<file path="src/rtl/panel_pkg.sv">
// Shared types and index constants for the PDP-8 front-panel controller.
package panel_pkg;

  // Control FSM states
  typedef enum logic [2:0] {
    ST_HALTED    = 3'd0,
    ST_RUNNING   = 3'd1,
    ST_HALT_PEND = 3'd2,
    ST_STEP_M    = 3'd3,
    ST_STEP_I    = 3'd4
  } panel_state_e;

  // Switch indices into the debounced press vector
  localparam int unsigned NUM_SW   = 5;
  localparam int unsigned SW_CLEAR = 0;
  localparam int unsigned SW_RUN   = 1;
  localparam int unsigned SW_HALT  = 2;
  localparam int unsigned SW_STEPM = 3;
  localparam int unsigned SW_STEPI = 4;

  // Lamp row indices (one-hot position in lamp_row)
  localparam int unsigned NUM_ROWS = 3;
  localparam int unsigned ROW_PC   = 0;
  localparam int unsigned ROW_DATA = 1;
  localparam int unsigned ROW_INST = 2;

  // Status row payload: {cpu_run, halt_pend, stepping, lamp_inst[7:0]}
  localparam int unsigned STATUS_W = 11;

endpackage

</file>
<file path="src/rtl/sw_debounce.sv">
// One panel switch: 2-FF synchroniser, stability counter, press pulse on accepted press.
module sw_debounce #(
  parameter int unsigned DEB_CYCLES = 50000
) (
  input  logic clk,
  input  logic rst_n,
  input  logic sw_n,     // raw switch, active-low
  output logic press_p   // one-cycle pulse on accepted released->pressed
);

  localparam int unsigned   CNT_W    = $clog2(DEB_CYCLES + 1);
  localparam logic [CNT_W-1:0] CNT_LAST = CNT_W'(DEB_CYCLES - 1);

  logic             sync1_q, sync1_d;
  logic             sync2_q, sync2_d;
  logic             acc_q,   acc_d;    // accepted level, 1 = released
  logic             press_q, press_d;
  logic [CNT_W-1:0] cnt_q,   cnt_d;

  // Count consecutive cycles the synced level differs from the accepted one
  always_comb begin
    sync1_d = sw_n;
    sync2_d = sync1_q;
    acc_d   = acc_q;
    cnt_d   = cnt_q;
    press_d = 1'b0;
    if (sync2_q == acc_q) begin
      cnt_d = '0;
    end else if (cnt_q == CNT_LAST) begin
      cnt_d   = '0;
      acc_d   = sync2_q;
      press_d = ~sync2_q;
    end else begin
      cnt_d = cnt_q + CNT_W'(1);
    end
  end

  // Synchroniser, counter and accepted-state registers
  always_ff @(posedge clk or negedge rst_n) begin
    if (!rst_n) begin
      sync1_q <= 1'b1;
      sync2_q <= 1'b1;
      acc_q   <= 1'b1;
      press_q <= 1'b0;
      cnt_q   <= '0;
    end else begin
      sync1_q <= sync1_d;
      sync2_q <= sync2_d;
      acc_q   <= acc_d;
      press_q <= press_d;
      cnt_q   <= cnt_d;
    end
  end

  assign press_p = press_q;

endmodule

</file>
<file path="src/rtl/front_panel_ctrl.sv">
// PDP-8 front panel: switch debounce, RUN/HALT/STEP control FSM and lamp row scanner.
module front_panel_ctrl
  import panel_pkg::*;
#(
  parameter int unsigned WIDTH       = 12,
  parameter int unsigned DEB_CYCLES  = 50000,
  parameter int unsigned SCAN_CYCLES = 4000
) (
  input  logic                SYSCLK,
  input  logic                RESETn,
  input  logic                sw_CLEAR,
  input  logic                sw_RUN,
  input  logic                sw_HALT,
  input  logic                sw_STEPM,
  input  logic                sw_STEPI,
  input  logic                cpu_mem_done,
  input  logic                cpu_inst_done,
  input  logic [WIDTH-1:0]    lamp_pc,
  input  logic [WIDTH-1:0]    lamp_data,
  input  logic [7:0]          lamp_inst,
  output logic                cpu_clear,
  output logic                cpu_run,
  output logic [NUM_ROWS-1:0] lamp_row,
  output logic [WIDTH-1:0]    lamp_col
);

  localparam int unsigned SCN_W = (SCAN_CYCLES > 1) ? $clog2(SCAN_CYCLES) : 1;
  localparam logic [SCN_W-1:0] SCN_LAST = SCN_W'(SCAN_CYCLES - 1);

  logic [NUM_SW-1:0] sw_raw;
  logic [NUM_SW-1:0] press;
  logic [NUM_SW-1:0] sel;

  panel_state_e state_q, state_d;
  logic         cpu_clear_q, cpu_clear_d;
  logic         cpu_run_q,   cpu_run_d;

  logic [SCN_W-1:0]    scan_cnt_q, scan_cnt_d;
  logic [NUM_ROWS-1:0] lamp_row_q, lamp_row_d;
  logic [WIDTH-1:0]    lamp_col_q, lamp_col_d;
  logic [STATUS_W-1:0] status;

  assign sw_raw[SW_CLEAR] = sw_CLEAR;
  assign sw_raw[SW_RUN]   = sw_RUN;
  assign sw_raw[SW_HALT]  = sw_HALT;
  assign sw_raw[SW_STEPM] = sw_STEPM;
  assign sw_raw[SW_STEPI] = sw_STEPI;

  for (genvar gi = 0; gi < NUM_SW; gi++) begin : g_deb
    sw_debounce #(.DEB_CYCLES(DEB_CYCLES)) u_deb (
      .clk     (SYSCLK),
      .rst_n   (RESETn),
      .sw_n    (sw_raw[gi]),
      .press_p (press[gi])
    );
  end

  // Keep only the highest-priority press of the cycle
  always_comb begin
    sel = '0;
    if      (press[SW_CLEAR]) sel[SW_CLEAR] = 1'b1;
    else if (press[SW_HALT])  sel[SW_HALT]  = 1'b1;
    else if (press[SW_RUN])   sel[SW_RUN]   = 1'b1;
    else if (press[SW_STEPI]) sel[SW_STEPI] = 1'b1;
    else if (press[SW_STEPM]) sel[SW_STEPM] = 1'b1;
  end

  // Control FSM next state and CPU gating outputs
  always_comb begin
    state_d     = state_q;
    cpu_clear_d = 1'b0;
    cpu_run_d   = (state_q != ST_HALTED);
    unique case (state_q)
      ST_HALTED: begin
        if      (sel[SW_CLEAR]) cpu_clear_d = 1'b1;
        else if (sel[SW_RUN])   state_d     = ST_RUNNING;
        else if (sel[SW_STEPI]) state_d     = ST_STEP_I;
        else if (sel[SW_STEPM]) state_d     = ST_STEP_M;
      end
      ST_RUNNING: begin
        if (sel[SW_HALT]) state_d = ST_HALT_PEND;
      end
      ST_HALT_PEND: begin
        // A finishing instruction wins over a same-cycle RUN press
        if      (cpu_inst_done) state_d = ST_HALTED;
        else if (sel[SW_RUN])   state_d = ST_RUNNING;
      end
      ST_STEP_M: begin
        if (sel[SW_HALT] || cpu_mem_done) state_d = ST_HALTED;
      end
      ST_STEP_I: begin
        if (sel[SW_HALT] || cpu_inst_done) state_d = ST_HALTED;
      end
      default: state_d = ST_HALTED;
    endcase
  end

  // FSM state and CPU control registers
  always_ff @(posedge SYSCLK or negedge RESETn) begin
    if (!RESETn) begin
      state_q     <= ST_HALTED;
      cpu_clear_q <= 1'b0;
      cpu_run_q   <= 1'b0;
    end else begin
      state_q     <= state_d;
      cpu_clear_q <= cpu_clear_d;
      cpu_run_q   <= cpu_run_d;
    end
  end

  assign status = {cpu_run_q,
                   state_q == ST_HALT_PEND,
                   (state_q == ST_STEP_M) || (state_q == ST_STEP_I),
                   lamp_inst};

  // Row scanner: rotate the row and load its columns together so no ghosting
  always_comb begin
    scan_cnt_d = scan_cnt_q + SCN_W'(1);
    lamp_row_d = lamp_row_q;
    lamp_col_d = lamp_col_q;
    if (scan_cnt_q == SCN_LAST) begin
      scan_cnt_d = '0;
      lamp_row_d = {lamp_row_q[NUM_ROWS-2:0], lamp_row_q[NUM_ROWS-1]};
      if (lamp_row_d[ROW_PC])        lamp_col_d = lamp_pc;
      else if (lamp_row_d[ROW_DATA]) lamp_col_d = lamp_data;
      else if (lamp_row_d[ROW_INST]) lamp_col_d = WIDTH'(status);
      else                           lamp_col_d = '0;
    end
  end

  // Scan counter and lamp output registers
  always_ff @(posedge SYSCLK or negedge RESETn) begin
    if (!RESETn) begin
      scan_cnt_q <= '0;
      lamp_row_q <= NUM_ROWS'(1);
      lamp_col_q <= '0;
    end else begin
      scan_cnt_q <= scan_cnt_d;
      lamp_row_q <= lamp_row_d;
      lamp_col_q <= lamp_col_d;
    end
  end

  assign cpu_clear = cpu_clear_q;
  assign cpu_run   = cpu_run_q;
  assign lamp_row  = lamp_row_q;
  assign lamp_col  = lamp_col_q;

endmodule

</file>
<file path="config.mk">
export PLATFORM = sky130hd
export DESIGN_NAME = front_panel_ctrl
export DESIGN_NICKNAME = d
export VERILOG_FILES = /design/src/rtl/panel_pkg.sv /design/src/rtl/sw_debounce.sv /design/src/rtl/front_panel_ctrl.sv
export SDC_FILE = /design/constraint.sdc
export NUM_CORES = 1
export LEC_CHECK = 0
export CORE_MARGIN = 4
export CORE_UTILIZATION = 53
export DETAILED_ROUTE_END_ITERATION = 12
export PLACE_DENSITY = 0.75
export SYNTH_ARGS = -nofsm -noshare
export SYNTH_HDL_FRONTEND = slang
export SYNTH_SLANG_ARGS = --single-unit
</file>
<file path="constraint.sdc">
create_clock -name SYSCLK -period 2.7 [get_ports SYSCLK]
set_input_delay 0.54 -clock SYSCLK [delete_from_list [all_inputs] [get_ports SYSCLK]]
set_output_delay 0.54 -clock SYSCLK [all_outputs]
set_load 0.05 [all_outputs]
</file>
==> qor.yml <==
clock_tree:
  post_cts_resized: 0
  cts_max_level: 4
  clockBufferDepth: 2
  clk-insertion-delay-late_ns: 0.42
  ctsHoldBuffers: 0
  cts_sinks: 132
  clk_transition_reported_paths_ns: 0.06
  cts_tree: "yes"
  cts-root-buf: "clkbuf_16"
  post_cts_buffers: 0
  cts_buffers: 17
placed_design:
  portBuffers: 57
  place_inst: 793
  post-dp-hpwl_mm: 8.33
  routabilityCongestion: 0.814
  post-place-ws_ns: 0.433
layout:
  n_antenna_cell: 0
  finalNonFillerCells: 825
  area_growth_syn_to_layout_pct: 21.6
  drive_gt1_share_pct: 11.4
  regArea_mm2: 0.00332
  n_fill_cell: 850
  final_nets: 716
  multi_input_area_mm2: 0.00281
synthesis:
  ys_seq_elements: 132
  yosysWarnings: 0
  syn-mean-instance-area_um2: 10.4
  post-synth-top-count-cell: "dfrtp_1"
  netlist_area_mm2: 0.00627
  synth_area_leaders: "dfrtp_1, xnor2_1, dfstp_2"
  ys_seq_area_share_pct: 53.0
  postSynth.asyncResetShare_pct: 100
  yosysTopAreaCell: "dfrtp_1"
  synthCells: 604
  yosys-top-cells-count: "dfrtp_1, nor2_1, xnor2_1, nand2_1, nand3_1"
  ys.flop_type: "dfrtp_1"
  yosysUniqueCellTypes: 47
  synth-edff-count: 0
  synth_top_cell_area_share_pct: 46.3
  synth_fp_nets: 651
timing:
  max_freq_ghz: 0.393
  tightestPinTransition_ns: 0.698
  fin_skew_ns: 0.00517
  hold_viol_final: 0
  holdWs_ns: 0.107
  fin_ws_ns: 0.156
  max_slew_margin_pct: 53.3
  fin_crit_ns: 2.54
  rsz0062_at_grt: "no"
  setup_tns_ns: 0
  setup_violations: 0
  fin_crit_sh_pct: 94.2
  final_max_slew_viol_count: 0
global_routing:
  grt_pass1_wl_mm: 21.5
  grt_pass1_vias: 4649
  grt_usage_pct: 20.0
  grt_max_degree: 63
  antenna_found_initial: 0
  gr-total-overflow: 0
floorplanning:
  core-area_mm2: 0.0115
  rows: 39
  fp.dieW_um: 117
  fp.dieH_um: 117
  start_util_pct: 54.4
  dieArea_mm2: 0.0136
  io-pin-count: 58
critical_path:
  r2r_slack_ns: 0.50
  critPathCaptureType: "output port"
  slowest_delay_ns: 0.87
  crit_chain: "clkdlybuf4s50_1"
  critPathBufInv: 1
  cp_slowest_cell: "clkdlybuf4s50_1"
  critPathMaxFanout: 17
  crit_type: "register to output port"
  arrival_ns: 2.00
  cp_top_family: "buffers and inverters"
  cp_data_required_time_ns: 2.16
  worst_setup_path_start_kind: "register"
route:
  drt_pre_antenna_iters: 4
  drc: 0
  vias_per_cell: 5.58
  vias: 4605
  post_drt_wl_per_cell_um: 14.8
  wl_mm: 12.2
  drt_iter0_markers: 303
  antenna_left: 0
pwr:
  internal_power_mw: 3.71
  clock_power_share_pct: 49.9
  power_frac_comb_pct: 6.0
  ir_worst_vdd_v: 0.000410
  power.switching_mw: 1.06
  power.density_mw_per_mm2: 626
  cellLeakagePower_nw: 3.09
  pwr-share-seq_pct: 44.1
  swShare_pct: 22.2
worst_hold_path:
  hp-class: "primary input to asynchronous set/reset pin"
outcome:
  status: "completed"
flow_run:
  maxCapViolCount: 0
[cells by family (layout without fill, tap and decap cells)]
family	Yosys count	in the layout	synth area share, %
and+or+nand+nor	286	286	24.1
xor gates and xnor gates	77	77	10.8
adders and majority gates	6	6	1.20
DFF	132	132	53.0
buffers and inverters	33	111	2.08
AOI/OAI and AO/OA	49	49	5.03
muxes	21	21	3.81
[final timing paths]
path | start | end | cells past startpoint
setup / recovery | lamp_row[0]$_DFFE_PN1N_ | lamp_row[0] | 1
min in group SYSCLK | g_deb[0].u_deb.sync1_q$_DFF_PN1_ | g_deb[0].u_deb.sync2_q$_DFF_PN1_ | 0
max in group asynchronous | RESETn | lamp_row[0]$_DFFE_PN1N_ | 2
hold reg to reg | g_deb[0].u_deb.sync1_q$_DFF_PN1_ | g_deb[0].u_deb.sync2_q$_DFF_PN1_ | 0
hold / removal | RESETn | lamp_col[3]$_DFFE_PN0N_ | 1
setup reg to reg | scan_cnt_q[0]$_DFF_PN0_ | lamp_col[1]$_DFFE_PN0N_ | 5
[worst register-to-register path, delay by kind of cell, from the launching register on]
family	cells	cell delay (ns)
flip-flops	1	0.39
buffers and inverters	1	0.27
multiplexers	1	0.35
AND/OR/NAND/NOR	2	0.85
adder cells (fa/ha/maj)	1	0.22
[registers in the layout (all words and copies together) (netlist names)]
name                 flops
lamp_row                 3
cpu_run                  1
g_deb.u_deb.cnt_q       80
state_q                  3
g_deb.u_deb.sync2_q      5
g_deb.u_deb.press_p      5
lamp_col                12
g_deb.u_deb.acc_q        5
g_deb.u_deb.sync1_q      5
scan_cnt_q              12
cpu_clear                1
[power by group through the flow]
| stage | Sequential [mW] | Clock, mW | Combinational [mW] |
|---|---|---|---|
| after floorplan | 2.12 | 0 | 0.156 |
| final | 2.11 | 2.38 | 0.285 |
| after global routing | 2.12 | 2.54 | 0.319 |
| after global placement | 2.13 | 0 | 0.282 |
| after detailed placement | 2.14 | 0 | 0.289 |
| after CTS | 2.11 | 2.43 | 0.290 |
[area by class of cell]
| class | instances | area share, % |
|---|---|---|
| sequential | 132 | 43.6 |
| timing repair buffer | 63 | 8.21 |
| clock inverter | 13 | 2.41 |
| clock buffer | 19 | 5.68 |
| multi-input combinational | 439 | 36.9 |
| tap | 143 | 2.35 |
| inverter | 16 | 0.788 |
[per-stage QoR]
step | utilization [%] | cell area [um^2] | power (mW)
floorplan | - | 6270 | 2.27
global placement | 60.8 | 7000 | 2.42
detailed placement | 60.8 | 7000 | 2.43
CTS | 66.1 | 7620 | 4.83
global route | 66.1 | 7620 | 4.97
finish | 66.1 | 7620 | 4.77
[placed cells by master, fill, tap and decap left out, types with 2 or more instances in the layout]
| cell type | count |
|---|---|
| a31oi_1 | 2 |
| nor2_1 | 93 |
| nand4_1 | 20 |
| mux2_2 | 19 |
| a221oi_1 | 2 |
| clkbuf_1 | 2 |
| clkinv_2 | 2 |
| and3_1 | 9 |
| o41ai_1 | 2 |
| nor2b_1 | 4 |
| or4b_1 | 3 |
| buf_4 | 6 |
| dfstp_2 | 16 |
| inv_1 | 16 |
| xnor2_1 | 54 |
| xor2_1 | 23 |
| and4_1 | 3 |
| a22oi_1 | 8 |
| nor4bb_1 | 10 |
| dfrtp_1 | 116 |
| and2_1 | 3 |
| nand2b_1 | 5 |
| o21ai_0 | 13 |
| or4_1 | 2 |
| clkdlybuf4s50_1 | 56 |
| ha_1 | 6 |
| nor3_1 | 19 |
| bufinv_16 | 4 |
| o31ai_1 | 3 |
| clkbuf_16 | 17 |
| and3b_1 | 2 |
| or3_1 | 6 |
| nor4b_1 | 4 |
| nor3b_1 | 6 |
| nor4_1 | 23 |
| nand3_1 | 30 |
| a21oi_1 | 14 |
| nand2_1 | 39 |
| clkinvlp_4 | 6 |
[layer usage]
layer	global-route usage (%)	wire, um	vias up
li1	-	-	2260
met1	25.7	5600	2250
met2	32.3	5970	87
met3	6.06	573	8
met4	6.96	108	0
met5	0	0	-
No activity file was read; power rests on OpenSTA's default activity.
